**src/rtl/bcd_countdown.sv**
```systemverilog
// Three-digit packed-BCD down-counter with load, start/stop control,
// a one-cycle done pulse on reaching 000 and a load-error pulse on bad BCD.
module bcd_countdown (
  input  logic        clock,
  input  logic        reset,
  input  logic        load,
  input  logic [11:0] load_value,
  input  logic        start,
  input  logic        stop,
  input  logic        tick,
  output logic [11:0] count,
  output logic        running,
  output logic        done,
  output logic        load_error
);

  localparam int unsigned DIGIT_W = 4;
  localparam int unsigned COUNT_W = 3 * DIGIT_W;

  typedef enum logic {
    IDLE = 1'b0,
    RUN  = 1'b1
  } state_t;

  state_t               state_q, state_d;
  logic [COUNT_W-1:0]   count_q, count_d;
  logic                 running_q, running_d;
  logic                 done_q, done_d;
  logic                 load_error_q, load_error_d;

  logic                 load_valid;
  logic [COUNT_W-1:0]   count_dec;

  // A packed value is loadable only if every nibble is a decimal digit.
  function automatic logic bcd_valid(input logic [COUNT_W-1:0] v);
    return (v[11:8] <= 4'd9) && (v[7:4] <= 4'd9) && (v[3:0] <= 4'd9);
  endfunction

  // Borrow-chained BCD decrement; only called with a non-zero operand.
  function automatic logic [COUNT_W-1:0] bcd_dec(input logic [COUNT_W-1:0] v);
    logic [DIGIT_W-1:0] units, tens, hundreds;
    logic               borrow_u, borrow_t;
    borrow_u = (v[3:0] == 4'd0);
    units    = borrow_u ? 4'd9 : DIGIT_W'(v[3:0] - 4'd1);
    borrow_t = borrow_u && (v[7:4] == 4'd0);
    if (!borrow_u)      tens = v[7:4];
    else if (borrow_t)  tens = 4'd9;
    else                tens = DIGIT_W'(v[7:4] - 4'd1);
    hundreds = borrow_t ? DIGIT_W'(v[11:8] - 4'd1) : v[11:8];
    return {hundreds, tens, units};
  endfunction

  assign load_valid = bcd_valid(load_value);
  assign count_dec  = bcd_dec(count_q);

  // Register stage: synchronous reset clears state and all outputs.
  always_ff @(posedge clock) begin
    if (reset) begin
      state_q      <= IDLE;
      count_q      <= '0;
      running_q    <= 1'b0;
      done_q       <= 1'b0;
      load_error_q <= 1'b0;
    end else begin
      state_q      <= state_d;
      count_q      <= count_d;
      running_q    <= running_d;
      done_q       <= done_d;
      load_error_q <= load_error_d;
    end
  end

  // Next-state logic with priority Load > Stop > Start > Tick.
  always_comb begin
    state_d      = state_q;
    count_d      = count_q;
    done_d       = 1'b0;
    load_error_d = 1'b0;

    if (load) begin
      if (load_valid) begin
        count_d = load_value;
        state_d = IDLE;
      end else begin
        load_error_d = 1'b1;
      end
    end else if (stop) begin
      state_d = IDLE;
    end else if (start && (state_q == IDLE)) begin
      if (count_q != '0) state_d = RUN;
    end else if (tick && (state_q == RUN)) begin
      count_d = count_dec;
      if (count_dec == '0) begin
        done_d  = 1'b1;
        state_d = IDLE;
      end
    end

    running_d = (state_d == RUN);
  end

  assign count      = count_q;
  assign running    = running_q;
  assign done       = done_q;
  assign load_error = load_error_q;

endmodule

```
**config.mk**
```make
export PLATFORM = sky130hd
export DESIGN_NAME = bcd_countdown
export DESIGN_NICKNAME = d
export VERILOG_FILES = /design/src/rtl/bcd_countdown.sv
export SDC_FILE = /design/constraint.sdc
export NUM_CORES = 1
export LEC_CHECK = 0
export BUFFER_PORTS_ARGS = -buffer_cell sky130_fd_sc_hd__clkbuf_2
export CELL_PAD_IN_SITES_DETAIL_PLACEMENT = 2
export CELL_PAD_IN_SITES_GLOBAL_PLACEMENT = 2
export CORE_MARGIN = 2
export CORE_UTILIZATION = 27
export DETAILED_ROUTE_END_ITERATION = 12
export PLACE_DENSITY_LB_ADDON = 0.1
export RECOVER_POWER = 25
export SETUP_SLACK_MARGIN = 0.1
export SLEW_MARGIN = 30
export SYNTH_ARGS = -nofsm -noshare
export SYNTH_HDL_FRONTEND = slang
export SYNTH_SLANG_ARGS = --single-unit
```
**constraint.sdc**
```tcl
create_clock -name clock -period 2.17 [get_ports clock]
set_clock_uncertainty 0.05 [all_clocks]
set_input_delay 0.1085 -clock clock [delete_from_list [all_inputs] [get_ports clock]]
set_output_delay 0.1085 -clock clock [all_outputs]
set_load 0.01 [all_outputs]
```
-- After elaboration in Yosys (flattened, before gate mapping)
Cells that the tools add are included.
- add/sub/neg operators: 3
- $lt $le $gt $ge: 3
- eq/ne operators: 4
- multiplexer cells: 18
- bitwise operators: 3
- reduce and logical (&&, ||, !) cells: 16
- operators with widths (kind ; number):
    12-bit two-way mux ; 5
    4-bit two-way mux ; 4
    4-bit <= comparator, second input constant ; 3
    12-bit zero test ; 1
    12-bit nonzero test ; 1
    4-bit by 1-bit subtractor with 4-bit output, second input constant ; 3
    1-bit two-way mux ; 9
    4-bit zero test ; 2
    4-bit AND reduction ; 2
    4-bit nonzero test ; 2
    1-bit logical AND ; 5
    5-bit OR reduction ; 1
    2-bit inequality test, second input constant ; 2
    4-bit by 3-bit inequality test with 1-bit output, second input constant ; 1
    1-bit NOT ; 3
    2-bit by 1-bit inequality test with 1-bit output, second input constant ; 1
    2-bit nonzero test ; 1
    2-bit OR reduction ; 1
- flip-flop bits (word level): 15
- input bits: 18
- output and inout bits: 15
- logic and storage cells: 51

-- Logic depth before layout (Yosys ltp)
Gate-level depths: netlist of the first run.
- word-level depth: 10
- depth in mapped cells: 8
- gate-level depth less buffers: 7

-- Worst setup path before layout of the first run
OpenSTA, ideal clock, no wires.
- path kind: reg-to-reg
- from: reg count_q[4], in the netlist count[4]
- to: reg done_q, in the netlist done
- setup time: 60 ps
- arrival: 1975 ps
- data required time: 2060 ps
- setup slack: 85 ps
- cell stages (with the launch flop): 9
- path buffers: 1
- period minus slack after synthesis: 2085 ps
- path through: dfxtp_1 -> inv_1 -> ha_1 -> nor3b_1 -> and2_1 -> buf_6 -> or3_1 -> a2111oi_4 -> and3_1
- cells in the longest elaborated chain, start to end: 6
- elaborated cells on any way between the ends: 8
- those cells by class: add/sub: 1; mux: 4; reduce/logical: 3
- ends and longest elaborated chain (what ; RTL line ; text):
    start: declaration ; 26 ; logic [COUNT_W-1:0] count_q, count_d;
    start signal: assignment ; 66 ; count_q <= count_d;
    parallel branches: the longest is 4 deep, another holds 4-bit by 1-bit subtractor with 4-bit output ; - ;
    12-bit zero test (*) ; 93 ; if (count_dec == '0) begin
    1-bit two-way mux (*) ; 93 ;
    end signal: assignment ; 68 ; done_q <= done_d;
    end: declaration ; 28 ; logic done_q, done_d;
Every way passes the cells marked *.
A chain may end at the register's enable or synchronous reset.

-- Worst setup path after layout of the first run
- from: reg count_q[5], in the netlist count[5]
- to: reg done_q, in the netlist done
Same word-level chain as after synthesis.

==> results of run 1 <==
[repair_timing]
action,in CTS,in global routing
endpoints found under the setup margin,2,5
pin swaps,0,2
setup buffers,0,3
gates resized for setup,2,5
[cell type report]
class	count	area, um2
inverter	7	26.28
clock buffer	4	45.04
fill	456	2301
multi-input combinational	98	653.1
timing repair buffer	44	244.0
sequential	15	304.0
tap	48	60.06
[cell families (layout without fill, tap and decap cells)]
| logic type | Yosys count | after routing | synth area share (%) |
|---|---|---|---|
| simple gates | 48 | 48 | 27.12 |
| buf+inv | 14 | 55 | 6.716 |
| flops | 15 | 15 | 29.85 |
| fa+ha+maj | 3 | 3 | 3.732 |
| compound gates | 46 | 46 | 31.59 |
| mux | 1 | 1 | 0.9951 |
[where the power goes]
| group | leakage (nW) | internal (W) | total, W | switching (W) |
|---|---|---|---|---|
| Combinational | 0.379 | 0.000111 | 0.000256 | 0.000145 |
| Sequential | 0.123 | 0.000289 | 0.000306 | 0.0000171 |
| Clock | 0.0228 | 0.000131 | 0.000244 | 0.000114 |
[placed cells by master, fill, tap and decap left out, types with 6 or more instances in the layout]
cell type	n
nand2_1	11
clkbuf_1	6
clkbuf_2	27
buf_4	12
nor3_1	8
o21ai_0	13
a21oi_1	11
nor2_1	12
inv_1	6
dfxtp_1	14
[per-stage QoR]
stage	hold WS, ps	setup slack (ps)	power, W	instance area, um2	util (%)
final	76.28	171.5	0.0008069	1333	36.67
after global routing	97.84	75.58	0.0008615	1333	36.67
after CTS	70.94	91.14	0.0008109	1309	36.02
after detailed placement	353.5	101.4	0.0005524	1254	34.50
after global placement	337.9	197.9	0.0005439	1254	34.50
after floorplan	129.7	126.7	0.0004651	1007	-
[metal layers]
metal,wire length (um),part of all wire [%]
met1,1695,45
met2,1887,50
met3,124,3.3
met4,54,1.4
met5,0,0
[how the worst min path moves through the flow]
stage                        startpoint       end  slack (ps)  cells past startpoint
final                     load_value[0]  count[0]          80                      3
after global placement    load_value[0]  count[0]         340                      3
after global routing      load_value[0]  count[0]         100                      3
after CTS                 load_value[0]  count[0]          70                      3
after floorplan                   reset  count[4]         130                      1
after detailed placement  load_value[0]  count[0]         350                      3
[critical path, cell delays in order, from the launching register on]
cell and delay [ps]:
dfxtp_1 360, inv_1 70, ha_2 190, nor3b_2 170, and2_4 190, or3_4 340
a2111oi_4 380, and3_1 190
[sequential cells by signal, indices dropped and copies added (netlist names)]
register,cells
count,12
done,1
load_error,1
running,1
==> results.cfg, run 1 <==
[worst_setup_path]
crit_path_start = count[5]
ff2ff_setup_slack_ps = 170
cp.required_ps = 2320
ff2ff_path_depth = 7
start_kind = flop
endpoint = done
rr_endpoint = done
arrival_ps = 2150
endpoint_kind = flop
crit_fanout = 4
path_class = reg -> reg
r2r_start = count[5]

[routing]
antenna_left = 0
drc_errors = 0
via_per_inst = 5.361
vias = 1158
routed_wl_um = 3761
drtIter0Drc = 35
dr.pass1.iters = 4
wl_per_cell_um = 17.41

[floorplanning]
die_w_um = 65.04
die-area_mm2 = 0.004230
fp.dieH_um = 65.04
start_util_pct = 27.69
rows = 22
io_pins = 33
coreArea_mm2 = 0.003633

[grt]
grt_overflow = 0
grt_pass1_vias = 1254
gr-usage-met1_pct = 24.10
grt_max_degree = 18
grt_most_used_layer = met2
grt.total_usage_pct = 20.04
antenna_found_initial = 0
grt_pass1_wl_um = 6389
grt_use_met2_pct = 34.41
use_met3_pct = 4.688

[clock_tree]
cts_tree = done
clk_latency_ps = 260
cts_buffers = 3
clock-sinks = 15
clk_path_buf_depth = 2
htree_levels = 1
clk_pin_slew_ps = 70
cts_root_buffer = clkbuf_8
postCtsHoldBufs = 0

[logic_synthesis]
ys_top_cells_by_count = 15 x dfxtp_1, 13 x o21ai_0, 12 x nor2_1
syn-instance-count = 127
synth_top_cell_by_area = dfxtp_1
yosysMostFrequentCell = dfxtp_1
synth_top_area_share_pct = 29.85
syn_area_mm2 = 0.001006
synthTopCellsByArea = dfxtp_1 30%, o21ai_0 6.5%, a21oi_1 5.5%
synth_edf_count = 0
synth_flop_cell = dfxtp_1
synth.net_count = 148
syn_area_per_cell_um2 = 7.921
ys_types = 39
yosysWarnings = 0
yosys_register_bits = 15
async_flop_share_pct = 0
ys_seq_area_share_pct = 29.85

[cells_and_area]
syn2layout_area_growth_pct = 32.46
drive_gt1_share_pct = 31.55
final_nets = 190
final_cell_count_no_fill = 216
diodes = 0

[hold_path]
hold_class = in -> reg

[sta]
finalSetupViolCount = 0
setup_tns_ps = 0
worst_pin_slew_ps = 494.5
period_share_pct = 92.10
clock.fmax_mhz = 500.4
slew_viol_final = 0
timing.final.crit_period_ps = 1999
slew_headroom_pct = 67.03
hold_violations = 0
grt_setup_unrepaired = no

[placement]
dp.cells = 209
port_buffers = 32
place_congestion = 0.8135
dp_hpwl_um = 2839

[job]
cap_viol_max_count = 0

[pwr]
vdd_drop_max_mv = 0.2034
powerDensity_mw_per_mm2 = 605.5
leakagePower_nw = 0.5247

[run_status]
status = completed
Power figures use the tool's default switching activity.
==> inputs of run 2 (changes only) <==
- CORE_UTILIZATION: 27 -> 29
- CTS_BUF_LIST: default -> sky130_fd_sc_hd__clkbuf_8
- PLACE_DENSITY: default -> 0.81
- PLACE_DENSITY_LB_ADDON: 0.1 -> default
==> results.cfg, run 2 (same netlist as run 1, synthesis figures left out) <==
[run_status]
status = completed

[grt]
grt_pass1_vias = 1279
grt.total_usage_pct = 21.25
grt_pass1_wl_um = 6603
antenna_found_initial = 0
grt_overflow = 0
grt_max_degree = 18

[worst_setup_path]
crit_slowest_cell = or4_4
cp_slowest_stage_delay_ps = 550
cp_cell_sequence = or4_4 -> nor2_1 -> a32oi_1 -> a2111oi_4 -> and3_1
endpoint_kind = flop
start_kind = flop
cp.required_ps = 2320
crit_fanout = 6
arrival_ps = 2130
path_class = reg -> reg

[cells_and_area]
final_common_cell = clkbuf_2
drive_gt1_share_pct = 30.91
final_cell_mix = 26 x clkbuf_2, 13 x o21ai_0, 13 x dfxtp_1, 12 x nor2_1
ff_latch_area_um2 = 302.8
stdcell_area_mm2 = 0.001306
multi_input_area_um2 = 654.4
final_core_util_pct = 39.15
nFillCells = 408
final_nets = 187
final_cell_count_no_fill = 211
syn2layout_area_growth_pct = 29.85
largest_reg_flops = 12
diodes = 0

[placement]
dpl-instance-area_mm2 = 0.001244
place_congestion = 0.7904
dp.cells = 206
dp_hpwl_um = 2925
port_buffers = 32

[pwr]
powerDensity_mw_per_mm2 = 607.9
vdd_drop_max_mv = 0.3115
leakagePower_nw = 0.5083

[sta]
slew_headroom_pct = 72.34
worst_pin_slew_ps = 415.0
timing.final.crit_period_ps = 1983
setup_tns_ps = 0
finalSetupViolCount = 0
hold_violations = 0
slew_viol_final = 0
grt_setup_unrepaired = no
period_share_pct = 91.39
clock.fmax_mhz = 504.2

[floorplanning]
die-area_mm2 = 0.003956
start_util_pct = 30.15
coreArea_mm2 = 0.003337
fp.dieH_um = 62.90
rows = 21
io_pins = 33
die_w_um = 62.90

[clock_tree]
clock-sinks = 15
cts_buffers = 3
cts_root_buffer = clkbuf_8
clk_path_buf_depth = 2
postCtsHoldBufs = 0
htree_levels = 1
cts_tree = done
clk_pin_slew_ps = 70
clk_latency_ps = 250

[hold_path]
hold_class = in -> reg

[routing]
drtIter0Drc = 25
via_per_inst = 5.488
wl_per_cell_um = 18.09
drc_errors = 0
vias = 1158
antenna_left = 0
routed_wl_um = 3817
dr.pass1.iters = 4

[job]
cap_viol_max_count = 0
## run 2: through the flow
step / setup WS (ps) / hold slack [ps] / total power [W]
after floorplan: 126.7 / 129.7 / 0.0004651
after global placement: 198.8 / 338.2 / 0.0005386
after detailed placement: 47.91 / 353.6 / 0.0005527
after CTS: 132.4 / 88.34 / 0.0007996
after global routing: 111.0 / 110.5 / 0.0008468
final: 186.8 / 87.66 / 0.0007941
## run 2: what timing repair did
item	in CTS	in global routing
resized for setup	5	2
buffers inserted	1	0
pin swaps	2	2
setup endpoints to repair	5	4
## run 2: area by class of cell
class	count	share of cell area, %
repair buffers	41	16.86
inverters	7	2.011
multi-input cells	98	50.10
flip-flops and latches	15	23.18
clock buffers	3	3.161
well taps	46	4.406
clock inverters	1	0.2874
## run 2: worst max-delay path: cells and delay by family, from the launching register on
family	cells	cell delay (ps)
DFF	1	380
and+or+nand+nor	3	960
AOI/OAI and AO/OA	2	530
## run 2: path summary, 6_finish.rpt
path	from	endpoint	slack (ps)	cells past startpoint
setup / recovery	count[2]	done	190	5
hold / removal	load_value[0]	count[0]	90	3
setup reg to reg	count[2]	done	190	5
hold reg to reg	count[5]	count[5]	430	2
## run 2: power by group
part | switching (W) | total [W] | internal [W] | leakage (nW)
clock network | 0.000107 | 0.000233 | 0.000126 | 0.0269
registers | 0.0000167 | 0.000306 | 0.000290 | 0.123
logic | 0.000147 | 0.000255 | 0.000108 | 0.358
total | 0.000271 | 0.000794 | 0.000523 | 0.508
## run 2: routing by layer
layer	vias up	part of all wire [%]	GRT usage (%)
met4	0	2.5	7.778
met3	8	4.8	6.486
met1	560	41	23.74
met5	-	0	0
met2	35	51	37.63
li1	555	-	-
